<file path="src/rtl/rom_stream_reader.sv">
// Streams a programmable window of a 1-cycle synchronous-read ROM onto a
// valid/ready interface, walking addresses up or down with wrap-around.
module rom_stream_reader #(
    parameter int unsigned ADDR_W     = 5,
    parameter int unsigned DATA_W     = 8,
    parameter int unsigned FIFO_DEPTH = 2
) (
    input  logic              clk,
    input  logic              rst,
    input  logic              start,
    input  logic [ADDR_W-1:0] start_addr,
    input  logic [ADDR_W:0]   count,
    input  logic              dir,
    output logic [ADDR_W-1:0] ADDRESS,
    output logic              rom_rd_en,
    input  logic [DATA_W-1:0] rom_data,
    output logic              out_valid,
    input  logic              out_ready,
    output logic [DATA_W-1:0] out_data,
    output logic              out_last,
    output logic              busy,
    output logic              done
);

    localparam int unsigned PTR_W = (FIFO_DEPTH > 1) ? $clog2(FIFO_DEPTH) : 1;
    localparam int unsigned CNT_W = $clog2(FIFO_DEPTH + 1);
    localparam logic [PTR_W-1:0]  LAST_PTR   = PTR_W'(FIFO_DEPTH - 1);
    localparam logic [CNT_W:0]    DEPTH_OCC  = (CNT_W + 1)'(FIFO_DEPTH);
    localparam logic [ADDR_W:0]   FULL_BURST = {1'b1, {ADDR_W{1'b0}}};

    typedef enum logic [1:0] {StIdle, StRead, StDrain} state_e;

    state_e              r_state;
    state_e              w_state_next;
    logic [ADDR_W-1:0]   r_addr;
    logic                r_dir;
    logic [ADDR_W:0]     r_remaining;
    logic                r_inflight;
    logic                r_inflight_last;
    logic [DATA_W-1:0]   r_mem_data [FIFO_DEPTH];
    logic                r_mem_last [FIFO_DEPTH];
    logic [PTR_W-1:0]    r_wr_ptr;
    logic [PTR_W-1:0]    r_rd_ptr;
    logic [CNT_W-1:0]    r_fifo_cnt;
    logic                r_done;

    logic                w_pop;
    logic                w_issue;
    logic                w_final_issue;
    logic [CNT_W:0]      w_occ;

    // Occupancy counts the word already in flight and credits a same-cycle pop.
    assign w_pop         = out_valid && out_ready;
    assign w_occ         = {1'b0, r_fifo_cnt} + (CNT_W + 1)'(r_inflight)
                           - (CNT_W + 1)'(w_pop);
    assign w_final_issue = w_issue && (r_remaining == (ADDR_W + 1)'(1));

    assign ADDRESS   = r_addr;
    assign out_valid = (r_fifo_cnt != '0);
    assign out_data  = r_mem_data[r_rd_ptr];
    assign out_last  = out_valid && r_mem_last[r_rd_ptr];
    assign done      = r_done;

    always_ff @(posedge clk) begin
        if (!rst) begin
            r_state <= StIdle;
        end else begin
            r_state <= w_state_next;
        end
    end

    always_comb begin
        w_state_next = r_state;
        unique case (r_state)
            StIdle:  if (start) w_state_next = StRead;
            StRead:  if (w_final_issue) w_state_next = StDrain;
            StDrain: if (w_pop && out_last) w_state_next = StIdle;
            default: w_state_next = StIdle;
        endcase
    end

    always_comb begin
        w_issue   = (r_state == StRead) && (w_occ < DEPTH_OCC);
        rom_rd_en = w_issue;
        busy      = (r_state != StIdle);
    end

    always_ff @(posedge clk) begin
        if (!rst) begin
            r_addr          <= '0;
            r_dir           <= 1'b0;
            r_remaining     <= '0;
            r_inflight      <= 1'b0;
            r_inflight_last <= 1'b0;
            r_wr_ptr        <= '0;
            r_rd_ptr        <= '0;
            r_fifo_cnt      <= '0;
            r_done          <= 1'b0;
            for (int i = 0; i < FIFO_DEPTH; i++) begin
                r_mem_data[i] <= '0;
                r_mem_last[i] <= 1'b0;
            end
        end else begin
            r_done          <= (r_state == StDrain) && w_pop && out_last;
            r_inflight      <= w_issue;
            r_inflight_last <= w_final_issue;

            if (r_state == StIdle && start) begin
                r_addr      <= start_addr;
                r_dir       <= dir;
                r_remaining <= (count == '0) ? FULL_BURST : count;
            end else if (w_issue) begin
                r_addr      <= r_dir ? r_addr - ADDR_W'(1) : r_addr + ADDR_W'(1);
                r_remaining <= r_remaining - (ADDR_W + 1)'(1);
            end

            if (r_inflight) begin
                r_mem_data[r_wr_ptr] <= rom_data;
                r_mem_last[r_wr_ptr] <= r_inflight_last;
                r_wr_ptr <= (r_wr_ptr == LAST_PTR) ? '0 : r_wr_ptr + PTR_W'(1);
            end
            if (w_pop) begin
                r_rd_ptr <= (r_rd_ptr == LAST_PTR) ? '0 : r_rd_ptr + PTR_W'(1);
            end

            unique case ({r_inflight, w_pop})
                2'b10:   r_fifo_cnt <= r_fifo_cnt + CNT_W'(1);
                2'b01:   r_fifo_cnt <= r_fifo_cnt - CNT_W'(1);
                default: r_fifo_cnt <= r_fifo_cnt;
            endcase
        end
    end

endmodule

</file>
<file path="config.mk">
export PLATFORM = sky130hd
export DESIGN_NAME = rom_stream_reader
export DESIGN_NICKNAME = d
export VERILOG_FILES = /design/src/rtl/rom_stream_reader.sv
export SDC_FILE = /design/constraint.sdc
export NUM_CORES = 1
export LEC_CHECK = 0
export ABC_AREA = 1
export CORE_ASPECT_RATIO = 0.75
export CORE_MARGIN = 2
export CORE_UTILIZATION = 55
export CTS_CLUSTER_SIZE = 16
export DETAILED_ROUTE_END_ITERATION = 7
export GPL_TIMING_DRIVEN = 1
export PLACE_DENSITY = 0.85
export SLEW_MARGIN = 20
export SYNTH_ARGS = -nofsm -noshare
export SYNTH_HDL_FRONTEND = slang
export SYNTH_SLANG_ARGS = --single-unit
</file>
<file path="constraint.sdc">
create_clock -name clk -period 7.55 [get_ports clk]
set_clock_uncertainty 0.05 [all_clocks]
set_input_delay 2.265 -clock clk [delete_from_list [all_inputs] [get_ports clk]]
set_output_delay 2.265 -clock clk [all_outputs]
set_load 0.05 [all_outputs]
</file>
==> impl_metrics.ini <==
[drt]
drtIter0Drc = 157
wire_per_inst_um = 12.1
wirelength_um = 4390
wl_met1_um = 2080
vias = 1791
dr_wl_met3_um = 225
drcViolationCount = 0
drt.antenna.violating_nets = 0
top_layer = met4
firstDrtPassIters = 4
route.met2.wl_um = 2050
viasPerCell = 4.95

[cts]
clk_latency_ns = 0.29
root_buffer = clkbuf_8
numCtsBuffers = 5
htree_levels = 2
cts_tree = done
clkSinkCount = 40
cts_setup_buffers = 0
cts_buffer_depth = 2
cts-resized-gates = 0
cts_hold_buf = 0
clk_pin_slew_ns = 0.08

[timing]
slew_headroom_pct = 59.1
hold_viol = 0
tightest_slew_ns = 0.612
tns_ns = 0
worst_slack_ns = 0.618
final.min_clock_period_ns = 6.93
clock.fmax_mhz = 144
rsz0062_at_grt = false
final-setup-viol-count = 0
drv_slew = 0
timing.final.crit_share_pct = 91.8

[grt]
grt_max_degree = 19
grt_pass1_vias = 1785
antenna_found_initial = 0
grt_usage_pct = 23.7
overflow = 0
grt_pass1_wl_um = 7700

[worst_setup_path]
cp_max_fo = 13
slowest_stage = clkdlybuf4s50_1
crit_type = in -> out
cp_num_buf_inv = 5
crit_path_frequent_cell = inv_1
crit_arrival_ns = 4.62
cpLargestDelayFamily = buffers and inverters
crit_chain = clkdlybuf4s50_1 > inv_1 > nor2_1 > nand2_1 > o21ai_0 > nand2_1 > fa_1 > inv_1 > nor2_2 > nand2_2 > inv_1 > buf_4
end_kind = output pin
cp-start-kind = primary input
critPathRequiredTime_ns = 5.24
max_stage_delay_ns = 0.52

[placed_design]
dp_slack_ns = 0.607
hpwlAfterDp_um = 3200
portBuffers = 41
place_area_um2 = 2460
gp_congestion = 0.895

[die]
die_w_um = 74.5
fp-row-count = 19
initial_core_util_pct = 56.7
io_pins = 42
die_area_um2 = 4240
core_um2 = 3610
die_y_um = 56.9

[finish]
nFillCells = 306
seq_area_um2 = 961
final_common_cell = nand2_1
final_core_util_pct = 71.3
nets = 340
area_growth_pct = 25.6
layout-drive-gt1-share_pct = 5.81
antenna_cells = 0
fin_area_um2 = 2570
layout_common_cells = nand2_1 (73), clkdlybuf4s50_1 (40), nor2_1 (39), inv_1 (33), dfxtp_1 (24)
multi_input_area_um2 = 891

[run]
maxCapViolations = 0

[hold_path]
hold_path.class = reg -> reg

[synth]
synth_area_um2 = 2050
synth_edf_count = 16
ys_seq_area_share_pct = 46.9
ys_warn_count = 0
avgSynthCellArea_um2 = 7.62
ys_seq_elements = 40
ys_async_sr_fraction_pct = 0
synth-main-ff-cell = dfxtp_1
syn-num-nets = 300
syn_inst = 269
yosysUniqueCellTypes = 27

[power_and_ir_drop]
sequentialPowerShare_pct = 44.1
power_density_nw_per_um2 = 224
p_leak_nw = 1.17
power_switching_uw = 184
combinationalPowerShare_pct = 25.5
p_clk_share_pct = 30.4
internal_power_uw = 393
peakVddDrop_mv = 0.158
swShare_pct = 31.9

[status]
status = finished clean
final timing paths:
| check | startpoint | end | slack (ns) | cells after the start |
|---|---|---|---|---|
| max | out_ready | rom_rd_en | 0.62 | 12 |
| min | r_rd_ptr$_SDFFE_PN0P_ | flop | 0.42 | 1 |
| max reg2reg | r_fifo_cnt[1]$_SDFFE_PN0P_ | ADDRESS[1]$_SDFFE_PN0P_ | 5.05 | 13 |
| min reg2reg | r_rd_ptr$_SDFFE_PN0P_ | flop | 0.42 | 1 |
cell families (layout without fill, tap and decap cells):
kind of cell	after synthesis	in the layout	share of synthesized area (%)
adders and majority gates	7	7	5.01
AOI/OAI and AO/OA	32	32	8.67
buffers and inverters	45	86	9.65
xor gates and xnor gates	2	2	0.855
DFF	40	40	46.9
and+or+nand+nor	143	143	28.9
cells in the mapped netlist, drive strengths merged, types with 2 or more instances:
| master | count | area, um^2 |
|---|---|---|
| nor3 | 4 | 20.0 |
| dfxtp | 24 | 480 |
| o21ai | 13 | 65.1 |
| ha | 5 | 62.6 |
| a21oi | 15 | 82.6 |
| nor2 | 40 | 153 |
| nand2 | 76 | 293 |
| o31ai | 2 | 15.0 |
| nand3 | 18 | 95.1 |
| inv | 36 | 135 |
| nand4 | 2 | 12.5 |
| edfxtp | 16 | 480 |
| xnor2 | 2 | 17.5 |
| buf | 8 | 58.8 |
| fa | 2 | 40.0 |
stage by stage:
step                hold WS (ns)  std cells  power (mW)
global route               0.430        362       0.603
finish                     0.423        362       0.577
floorplan                  0.375        269       0.360
global placement           0.393        354       0.401
CTS                        0.416        362       0.577
detailed placement         0.403        354       0.404
per-layer routing:
metal	vias to the layer above	track usage, %
met5	-	0
met4	0	5.87
met3	4	5.21
met2	45	39.6
met1	807	31.0
li1	935	-
state kept, by name, summed over array words and instances (netlist names), named ones only:
signal	count
ADDRESS	5
r_state	2
r_fifo_cnt	2
r_dir	1
r_rd_ptr	1
done	1
r_inflight_last	1
r_mem_last	2
r_mem_data	16
r_inflight	1
r_remaining	6
r_wr_ptr	1
worst register-to-register path: stages, from the launching register on:
cell	delay [ns]
dfxtp_1	0.42
nor2_1	0.11
nor2_1	0.21
nand2_1	0.11
o21ai_0	0.11
nand2_1	0.12
fa_1	0.49
inv_1	0.04
nor2_2	0.10
nand2_2	0.16
nand2_2	0.20
inv_1	0.12
nor2_1	0.11
nor2_1	0.05
cell type report:
| type | instances | area share, % |
|---|---|---|
| clock buffer | 5 | 2.67 |
| sequential | 40 | 37.3 |
| timing repair buffer | 41 | 15.8 |
| inverter | 37 | 5.39 |
| clock inverter | 3 | 1.65 |
| multi-input combinational | 184 | 34.6 |
| tap | 52 | 2.53 |
power by group through the flow:
stage | Clock [mW] | Combinational [mW] | Sequential, mW
2_1_floorplan | 0 | 0.0930 | 0.267
5_1_grt | 0.184 | 0.162 | 0.257
6_report | 0.175 | 0.147 | 0.254
3_3_place_gp | 0 | 0.143 | 0.258
3_5_place_dp | 0 | 0.145 | 0.259
4_1_cts | 0.176 | 0.147 | 0.254
No activity file was read; power rests on OpenSTA's default activity.
